<file path="src/rtl/nibble_serial_alu_ctrl.sv">
// Nibble-serial sequencer: runs WIDTH-bit operations on an external 4-bit
// combinational ALU, one nibble per clock, LSB nibble first, chaining the
// carry/borrow through the ALU Cin/Cout pins.
//
// ALU control encoding (op[3]=invert A, op[2]=invert B, op[1:0]=function):
//   00 AND, 01 OR, 10 ADD, 11 compare (X[0] = sign ^ overflow).
//   The ALU adds A_in + B_in + Cin, so subtraction relies on this block
//   driving Cin=1 into the least-significant nibble.
// Illegal codes 0011, 1110 and 1111 skip the ALU entirely and report err.
module nibble_serial_alu_ctrl #(
    parameter int WIDTH = 16
) (
    input  logic             clk,
    input  logic             rst,
    input  logic             start,
    output logic             ready,
    input  logic [3:0]       op,
    input  logic [WIDTH-1:0] a,
    input  logic [WIDTH-1:0] b,
    output logic [WIDTH-1:0] result,
    output logic             zero,
    output logic             overflow,
    output logic             cout,
    output logic             err,
    output logic             done,
    output logic [3:0]       alu_cont,
    output logic [3:0]       alu_a,
    output logic [3:0]       alu_b,
    output logic             alu_cin,
    input  logic [3:0]       alu_x,
    input  logic             alu_ov,
    input  logic             alu_cout
);

    localparam int NIB = WIDTH / 4;
    localparam int IW  = (NIB > 1) ? $clog2(NIB) : 1;
    localparam logic [IW-1:0] LAST_IDX = IW'(NIB - 1);

    typedef enum logic [1:0] {
        S_IDLE,
        S_RUN,
        S_DONE
    } state_t;

    // Codes the ALU does not implement.
    function automatic logic op_illegal(input logic [3:0] o);
        return (o == 4'b0011) || (o == 4'b1110) || (o == 4'b1111);
    endfunction

    // Signed compare (lt with A/B as given, gt with A inverted).
    function automatic logic op_compare(input logic [3:0] o);
        return (o[1:0] == 2'b11);
    endfunction

    // Adder-based ops (add, subtract, compare) report overflow/carry.
    function automatic logic op_arith(input logic [3:0] o);
        return o[1];
    endfunction

    // Two's-complement negation of an inverted operand needs the +1 at nibble 0.
    function automatic logic op_first_cin(input logic [3:0] o);
        return o[1] & (o[2] | o[3]);
    endfunction

    state_t            state_q, state_d;
    logic [IW-1:0]     idx_q;
    logic [3:0]        op_q;
    logic [WIDTH-1:0]  a_q, b_q;
    logic              carry_q;
    logic [WIDTH-1:0]  result_q;
    logic              zero_q, overflow_q, cout_q, err_q;
    logic [WIDTH-1:0]  final_result;
    logic              accept;
    logic              is_last;

    assign ready   = (state_q == S_IDLE);
    assign done    = (state_q == S_DONE);
    assign accept  = start & ready;
    assign is_last = (idx_q == LAST_IDX);

    assign result   = result_q;
    assign zero     = zero_q;
    assign overflow = overflow_q;
    assign cout     = cout_q;
    assign err      = err_q;

    // State register.
    always_ff @(posedge clk) begin
        // NOTE: all clocked state uses non-blocking assignments so every
        // register samples pre-edge values regardless of statement order.
        if (rst) state_q <= S_IDLE;
        else     state_q <= state_d;
    end

    // Next-state logic: IDLE -> RUN/DONE on accept, RUN for NIB cycles, DONE for one.
    always_comb begin
        // NOTE: default first so no path leaves state_d unassigned (no latch).
        state_d = state_q;
        case (state_q)
            S_IDLE: if (start) state_d = op_illegal(op) ? S_DONE : S_RUN;
            S_RUN:  if (is_last) state_d = S_DONE;
            S_DONE: state_d = S_IDLE;
            default: state_d = S_IDLE;
        endcase
    end

    // Full-width value formed at the MS nibble edge; compares keep only the lt/gt bit.
    always_comb begin
        final_result = {alu_x, result_q[WIDTH-5:0]};
        if (op_compare(op_q)) final_result = {{(WIDTH-1){1'b0}}, alu_x[0]};
    end

    // Operand/op capture at accept.
    always_ff @(posedge clk) begin
        // NOTE: operand holding registers have no reset; they are only read
        // in RUN, which is always preceded by an accept that loads them.
        if (accept) begin
            op_q <= op;
            a_q  <= a;
            b_q  <= b;
        end
    end

    // Nibble index, carry chain, result and flag registers.
    always_ff @(posedge clk) begin
        if (rst) begin
            idx_q      <= '0;
            carry_q    <= 1'b0;
            result_q   <= '0;
            zero_q     <= 1'b0;
            overflow_q <= 1'b0;
            cout_q     <= 1'b0;
            err_q      <= 1'b0;
        end else if (accept) begin
            idx_q   <= '0;
            carry_q <= 1'b0;
            if (op_illegal(op)) begin
                result_q   <= '0;
                zero_q     <= 1'b1;
                overflow_q <= 1'b0;
                cout_q     <= 1'b0;
                err_q      <= 1'b1;
            end else begin
                err_q <= 1'b0;
            end
        end else if (state_q == S_RUN) begin
            carry_q <= alu_cout;
            if (is_last) begin
                idx_q      <= '0;
                result_q   <= final_result;
                zero_q     <= ~|final_result;
                overflow_q <= op_arith(op_q) & alu_ov;
                cout_q     <= op_arith(op_q) & alu_cout;
            end else begin
                idx_q                          <= idx_q + IW'(1);
                result_q[{idx_q, 2'b00} +: 4] <= alu_x;
            end
        end
    end

    // ALU drive: current nibble, chained carry, subtract code below the MS nibble for compares.
    always_comb begin
        alu_cont = 4'b0000;
        alu_a    = 4'b0000;
        alu_b    = 4'b0000;
        alu_cin  = 1'b0;
        if (state_q == S_RUN) begin
            alu_a    = a_q[{idx_q, 2'b00} +: 4];
            alu_b    = b_q[{idx_q, 2'b00} +: 4];
            alu_cin  = (idx_q == '0) ? op_first_cin(op_q) : carry_q;
            alu_cont = (op_compare(op_q) && !is_last) ? {op_q[3:2], 2'b10} : op_q;
        end
    end

endmodule

</file>
<file path="config.mk">
export PLATFORM = sky130hd
export DESIGN_NAME = nibble_serial_alu_ctrl
export DESIGN_NICKNAME = d
export VERILOG_FILES = /design/src/rtl/nibble_serial_alu_ctrl.sv
export SDC_FILE = /design/constraint.sdc
export NUM_CORES = 1
export LEC_CHECK = 0
export CORE_MARGIN = 5
export CORE_UTILIZATION = 30
export DETAILED_ROUTE_END_ITERATION = 16
export GPL_TIMING_DRIVEN = 0
export PLACE_DENSITY_LB_ADDON = 0.3
export SLEW_MARGIN = 20
export SYNTH_ARGS = -nofsm -noshare
export SYNTH_HDL_FRONTEND = slang
export SYNTH_SLANG_ARGS = --single-unit
</file>
<file path="constraint.sdc">
create_clock -name clk -period 1.89 [get_ports clk]
set_input_delay 0.189 -clock clk [delete_from_list [all_inputs] [get_ports clk]]
set_output_delay 0.189 -clock clk [all_outputs]
set_load 0.01 [all_outputs]
</file>
* Word level (Yosys, flattened, before mapping) *
Cells that the tools add are included.

storage, ports and cells
  input bits = 45
  flip-flop bits (word level) = 61
  logic and storage cells = 75
  output and inout port bits = 35

cells by class
  shift operators = 4
  multiplexer cells = 29
  equal/unequal tests = 10
  $add $sub $neg = 2
  bitwise logic cells = 5
  reduce and logical (&&, ||, !) cells = 14

operators by type and width
  kind                      number
  $mux W16                  5
  $shiftx A16 B5 Y4         2
  $bwmux W16                1
  $reduce_or A16 Y1         1
  $shift A4 B6 Y16 const A  1
  $shiftx A4 B6 Y16         1
  $mux W1                   14
  $mux W4                   3
  $mux W2                   5
  $eq A4 B4 Y1 const B      2
  $eq A2 B2 Y1 const B      3
  $neg A4 Y6                1
  $and A1 B1 Y1             4
  $eq A4 B2 Y1 const B      1
  $logic_not A2 Y1          2
  $ne A2 B2 Y1 const B      2
  $pmux W2 S2               1
  $reduce_and A2 Y1         2
  $reduce_bool A2 Y1        2
  $reduce_and A3 Y1         1
  $add A2 B1 Y2 const B     1
  $eq A2 B1 Y1 const B      1
  $logic_not A1 Y1          2
  $logic_or A1 B1 Y1        2
  4 further kinds           4

* Logic depth before layout (Yosys ltp) *
Gate-level depths: netlist (run 1).

  depth after elaboration = 7
  gate-level depth with buffers = 7
  depth with buffers taken out = 6

* Worst setup path before layout (run 1) *
No wires, ideal clock.

  path kind = register -> register
  start = register idx_q[1]
  end = register result_q[0], in the netlist result[0]
  path buffers = 1
  setup time = 118 ps
  stages on the path, launching flop included = 8
  slack = 128 ps
  arrival time = 1645 ps
  cells stage by stage = dfxtp_1 > clkbuf_1 > inv_1 > ha_1 > nor2_1 > a211oi_1 > a21oi_1 > o2111a_1

between the ends
  word-level cells in the longest chain between the ends = 6

RTL lines
  item                                                          RTL line  RTL
  start: declaration                                            66        logic [IW-1:0] idx_q;
  start signal: assignment                                      155       idx_q <= idx_q + IW'(1);
  $neg A4 Y6                                                    156       result_q[{idx_q, 2'b00} +: 4] <= alu_x;
  $shiftx A4 B6 Y16 / $shift A4 B6 Y16 (equally long branches)  156
  $bwmux W16                                                    156
  $mux W16 *                                                    148       if (is_last) begin
  $mux W16 *                                                    146       end else if (state_q == S_RUN) begin
  $mux W16 *                                                    134       end else if (accept) begin
  end signal: assignment                                        150       result_q <= final_result;
  end signal: indexed assignment                                156
  end: declaration                                              70        logic [WIDTH-1:0] result_q;

Every way passes the cells marked *; elsewhere a longest branch is shown, timed or not. The select of a mux whose other input is x is not followed.
A chain may end at the register's enable or synchronous reset.

* Final worst setup path (run 1) *
  start = register idx_q[0]
  end = output port alu_b[1]

between the ends
  word-level cells in the longest chain between the ends = 2

RTL lines
  item               RTL line  RTL
  $shiftx A16 B5 Y4  169       alu_b = b_q[{idx_q, 2'b00} +: 4];
  $mux W4            167       if (state_q == S_RUN) begin
  end: declaration   28        output logic [3:0] alu_b,

No other way between the ends.

==> out/metrics.yaml, run 1 <==
sta:
  worst_pin_slew_ns: 0.4697
  fin_crit_sh_pct: 96.82
  finalSetupTns_ns: 0
  finalSetupViolCount: 0
  holdWs_ns: 0.4039
  period_minus_slack_ns: 1.830
  slew_violations: 0
  hold_violations: 0
  skew_ns: 0.007135
  rsz0062_at_grt: "true"
  clock.fmax_mhz: 546.5
  maxSlewHeadroom_pct: 68.36
clock_tree:
  insertion_delay_ns: 0.33
  clk_pin_slew_ns: 0.07
  cts_num_sinks: 61
  cts_max_path_buffers: 2
  cts_tree: "done"
  clock-root-buffer: "clkbuf_8"
  cts_made_buffers: 9
  cts.htree.levels: 3
routing:
  via_per_inst: 4.735
  first_pass_iters: 4
  drc: 0
  wl_per_cell_um: 14.98
  drt_iter0_markers: 71
  wl_mm: 6.275
  ant_nets: 0
  num_vias: 1984
final_layout:
  syn_to_final_growth_pct: 48.62
  instances_no_fill: 419
  fillerInstances: 806
  design_area_sq_mm: 0.003920
  diodes: 0
  drive_gt1_share_pct: 23.15
  final_net_count: 357
run:
  cap_violations: 0
placed_design:
  portBuffers: 79
  placed_cell_area_sq_mm: 0.003563
  dp_hpwl_mm: 4.611
  place_congestion: 0.7701
  place_inst: 396
setup_path:
  start_kind: "flip-flop"
  crit_family: "multiplexers"
  crit_chain: "buf_12 -> mux4_2 -> and2_4 -> buf_6"
  cp-end-kind: "primary output"
  crit_buf_inv: 2
  cp.required_ns: 1.70
  critPathMaxFanout: 8
  critPathKind: "reg -> out"
  cp.arrival_ns: 1.64
  cpPeakStageDelay_ns: 0.49
  critPathSlowestCell: "mux4_2"
hold_path:
  hold_path_class: "in -> reg"
global_routing:
  grt_pass1_vias: 2108
  antenna_found_initial: 0
  grt_pass1_wl_mm: 10.61
  grt_overflow_total: 0
  grt_usage_pct: 12.33
  grt_max_degree: 43
yosys:
  yosysUniqueCellTypes: 41
  synth_cells: 209
  synth.top_cell.area_share_pct: 40.99
  yosysSeqAreaShare_pct: 59.96
  yosysWarnings: 0
  synth_area_leaders: "edfxtp_1 41%, dfxtp_1 19%, mux4_2 6.8%"
  synth_area_sq_mm: 0.002638
  yosysMostFrequentCell: "edfxtp_1"
  yosysTopAreaCell: "edfxtp_1"
  synth.avg_cell_area_sq_um: 12.62
  synth_nets: 260
  synth_edf_count: 36
  synth_flop_cell: "edfxtp_1"
  ys_async_sr_fraction_pct: 0
  ys_ff_latch: 61
  synth_commonest_cells: "36 x edfxtp_1, 25 x dfxtp_1, 13 x inv_1, 13 x nand2_1, 13 x o21ai_0"
power_and_ir_drop:
  ir_worst_vdd_mv: 0.3707
  power_w: 0.003102
  power_leakage_nw: 1.414
  p_per_area_mw_per_mm2: 791.4
floorplanning:
  start_util_pct: 30.54
  ioPinCount: 80
  die_area_sq_mm: 0.01077
  num_rows: 34
  die_height_um: 103.8
  dieWidth_um: 103.8
  core_area_sq_mm: 0.008636
status:
  outcome: "complete, no violations"
## layer usage
layer / vias to the layer above / GRT usage, % / part of all wire, %
li1: 972 / - / -
met1: 943 / 14.98 / 42
met2: 62 / 19.85 / 50
met3: 7 / 3.856 / 5.7
met4: 0 / 5.828 / 1.6
met5: - / 0 / 0
## where the power goes
part           total, W  switching (W)  internal (W)
clock           0.00115       0.000541      0.000613
combinational  0.000432       0.000192      0.000240
sequential      0.00152      0.0000293       0.00149
total           0.00310       0.000763       0.00234
## cells in the final DEF (no fill, tap or decap), types with 3 or more instances in the layout
cell and count:
ha_1 4, buf_6 8, clkbuf_8 10, and2_4 6, nand2_1 13, o21ai_0 13, nand4_1 5, edfxtp_1 36
nor2_1 10, nor3_1 3, inv_1 12, a21oi_1 10, and3_1 3, clkdlybuf4s50_1 67, nand3_1 6, and2_1 5
mux4_2 8, dfxtp_2 3, buf_4 7, nor4_1 4, nor2b_1 5, dfxtp_1 21, buf_2 4, a22o_1 4
## through the flow
stage	util, %	setup slack, ns
2_1_floorplan	-	0.1279
3_3_place_gp	41.26	-0.5449
3_5_place_dp	41.26	-0.5544
4_1_cts	44.60	-0.04662
5_1_grt	45.39	-0.01566
6_report	45.39	0.06015
## worst paths after layout
kind,startpoint,end,slack [ns],cells after the start
worst max register to register,idx_q[0]$_SDFFE_PP0P_,result[11]$_SDFFE_PP0P_,0.17,7
worst min-delay path,a[13],a_q[13]$_DFFE_PP_,0.40,1
worst max-delay path,idx_q[0]$_SDFFE_PP0P_,alu_b[1],0.06,4
worst min register to register,err$_SDFFE_PP0P_,err$_SDFFE_PP0P_,0.45,2
## cells by family after synthesis
kind of cell	after synthesis	share of synthesized area, %
compound gates	41	11.01
mux	10	7.590
simple gates	70	14.90
buf+inv	21	3.700
flops	61	59.96
fa+ha+maj	6	2.846
## timing repair
action | 4_1_cts | 5_1_grt
resized for setup | 60 | 19
setup endpoints to repair | 30 | 18
hold buffers | 0 | 0
buffers inserted | 7 | 2
pin swaps | 0 | 1
## area by class of cell
| cell class | count | area (sq um) | share of cell area (%) |
|---|---|---|---|
| plain buffers | 5 | 60.06 | 1.532 |
| clock buffers | 9 | 123.9 | 3.160 |
| clock inverters | 7 | 73.82 | 1.883 |
| inverters | 14 | 68.82 | 1.756 |
| multi-input cells | 127 | 1011 | 25.79 |
| flip-flops and latches | 61 | 1589 | 40.54 |
| well taps | 108 | 135.1 | 3.447 |
| repair buffers | 88 | 858.3 | 21.90 |
## flip-flops by register name, summed over array words and instances, names as in the netlist, 2 cells and up
| signal | cells |
|---|---|
| idx_q | 2 |
| a_q | 16 |
| op_q | 4 |
| state_q | 2 |
| b_q | 16 |
| result | 16 |
Power figures use the tool's default switching activity.
==> run 2: changes to the inputs <==
--- a/config.mk
+++ b/config.mk
@@ -9,7 +9,7 @@
 export CORE_UTILIZATION = 30
 export DETAILED_ROUTE_END_ITERATION = 16
 export GPL_TIMING_DRIVEN = 0
-export PLACE_DENSITY_LB_ADDON = 0.3
+export PLACE_DENSITY_LB_ADDON = 0.12
 export SLEW_MARGIN = 20
 export SYNTH_ARGS = -nofsm -noshare
 export SYNTH_HDL_FRONTEND = slang
==> constraint.sdc (replaced) <==
create_clock -name clk -period 2 [get_ports clk]
set_input_delay 0.2 -clock clk [delete_from_list [all_inputs] [get_ports clk]]
set_output_delay 0.2 -clock clk [all_outputs]
set_load 0.01 [all_outputs]
==> out/metrics.yaml, run 2 (synthesized netlist as in run 1, its figures left out) <==
status:
  outcome: "complete, no violations"
floorplanning:
  start_util_pct: 30.54
  num_rows: 34
  die_height_um: 103.8
  core_area_sq_mm: 0.008636
  ioPinCount: 80
  die_area_sq_mm: 0.01077
  dieWidth_um: 103.8
final_layout:
  layout_commonest_cell: "clkdlybuf4s50_1"
  design_area_sq_mm: 0.003860
  utilization_pct: 44.70
  syn_to_final_growth_pct: 46.35
  final_net_count: 353
  layout_common_cells: "67 x clkdlybuf4s50_1, 36 x edfxtp_1, 21 x dfxtp_1"
  diodes: 0
  drive_gt1_share_pct: 17.92
global_routing:
  grt_overflow_total: 0
  grt_pass1_vias: 2142
  grt_max_degree: 43
  antenna_found_initial: 0
  grt_pass1_wl_mm: 10.59
  grt_usage_pct: 12.33
setup_path:
  crit_family: "multiplexers"
  cpPeakStageDelay_ns: 0.47
  startpoint: "idx_q[0]$_SDFFE_PP0P_"
  cp.arrival_ns: 1.73
  crit_buf_inv: 2
  critPathSlowestCell: "mux4_2"
  crit_chain: "buf_6 -> mux4_2 -> and2_1 -> clkdlybuf4s15_1"
  critPathKind: "reg -> out"
  cp.required_ns: 1.80
  start_kind: "flip-flop"
  r2r-start: "idx_q[0]$_SDFFE_PP0P_"
  critPathMaxFanout: 5
  cp-end-kind: "primary output"
placed_design:
  place_congestion: 0.7781
  portBuffers: 79
  placed_cell_area_sq_mm: 0.003563
  dp_hpwl_mm: 4.702
power_and_ir_drop:
  p_sw_w: 0.0006833
  p_int_w: 0.002467
  ir_worst_vdd_mv: 0.3667
  comb_power_share_pct: 12.0
  p_per_area_mw_per_mm2: 816.1
  p_seq_share_pct: 45.6
  power_leakage_nw: 1.404
  power_w: 0.003150
  switching_share_pct: 21.69
  clkPwrFrac_pct: 42.4
clock_tree:
  insertion_delay_ns: 0.34
  clk_pin_slew_ns: 0.07
  cts_num_sinks: 61
  cts.htree.levels: 3
  cts_tree: "done"
  clock-root-buffer: "clkbuf_8"
  cts_made_buffers: 9
  cts_max_path_buffers: 2
routing:
  wl_per_cell_um: 15.69
  wl_mm: 6.511
  via_per_inst: 4.766
  num_vias: 1978
  drc: 0
  drt_iter0_markers: 35
  ant_nets: 0
  first_pass_iters: 4
hold_path:
  min-delay-start: "a[8]"
  hold_path_class: "in -> reg"
sta:
  worst_pin_slew_ns: 0.6504
  rsz0062_at_grt: "false"
  slew_violations: 0
  clock.fmax_mhz: 518.4
  holdWs_ns: 0.4045
  hold_violations: 0
  period_minus_slack_ns: 1.929
  skew_ns: 0.009978
  finalSetupTns_ns: 0
  maxSlewHeadroom_pct: 56.55
  fin_crit_sh_pct: 96.45
  finalSetupViolCount: 0
run:
  cap_violations: 0
run 2: what timing repair did:
item | in CTS | in global routing
setup endpoints to repair | 28 | 11
hold buffers | 0 | 0
resized for setup | 42 | 10
buffers inserted | 3 | 0
run 2: layout make-up:
type	count	area, sq um
repair buffers	82	773.2
clock buffers	11	141.4
multi-input cells	127	983.4
clock inverters	5	98.84
well taps	108	135.1
flip-flops and latches	61	1589
plain buffers	7	81.33
inverters	14	57.56
fillers	833	4776
run 2: through the flow:
stage          cells  setup slack, ns
5_1_grt          415        0.0003034
6_report         415          0.07098
4_1_cts          415         0.007970
3_5_place_dp     396          -0.4326
2_1_floorplan    209           0.2379
3_3_place_gp     396          -0.4099
run 2: metal layers:
| layer | wire [um] | global-route usage [%] | share of wire, % | vias up |
|---|---|---|---|---|
| li1 | - | - | - | 961 |
| met1 | 2835 | 14.31 | 44 | 949 |
| met2 | 3151 | 20.36 | 48 | 56 |
| met3 | 410 | 4.913 | 6.3 | 12 |
| met4 | 114 | 4.810 | 1.8 | 0 |
| met5 | 0 | 0 | 0 | - |
run 2: worst reg2reg max path: stages, from the launching register on:
cell	delay, ns
dfxtp_4	0.37
ha_2	0.22
nor3b_1	0.55
nor4b_4	0.41
nand2_1	0.09
o21ai_0	0.08
run 2: power groups by stage:
stage	combinational, W	sequential [W]	clock, W
floorplan	0.000174	0.00146	0
global placement	0.000373	0.00146	0
detailed placement	0.000373	0.00146	0
CTS	0.000389	0.00144	0.00137
global route	0.000413	0.00144	0.00143
finish	0.000379	0.00143	0.00134
run 2: path summary, 6_finish.rpt:
path / cells after the start / endpoint / slack (ns)
setup / recovery: 4 / alu_b[3] / 0.07
setup reg to reg: 5 / result[9]$_SDFFE_PP0P_ / 0.20
hold reg to reg: 2 / err$_SDFFE_PP0P_ / 0.46
hold / removal: 1 / a_q[8]$_DFFE_PP_ / 0.40
==> run 3: changes to the inputs <==
--- a/config.mk
+++ b/config.mk
@@ -10,7 +10,6 @@
 export DETAILED_ROUTE_END_ITERATION = 16
 export GPL_TIMING_DRIVEN = 0
 export PLACE_DENSITY_LB_ADDON = 0.12
-export SLEW_MARGIN = 20
 export SYNTH_ARGS = -nofsm -noshare
 export SYNTH_HDL_FRONTEND = slang
 export SYNTH_SLANG_ARGS = --single-unit
==> results of run 3 <==
No change in the layout: final DEF, timing and power equal those of run 2.
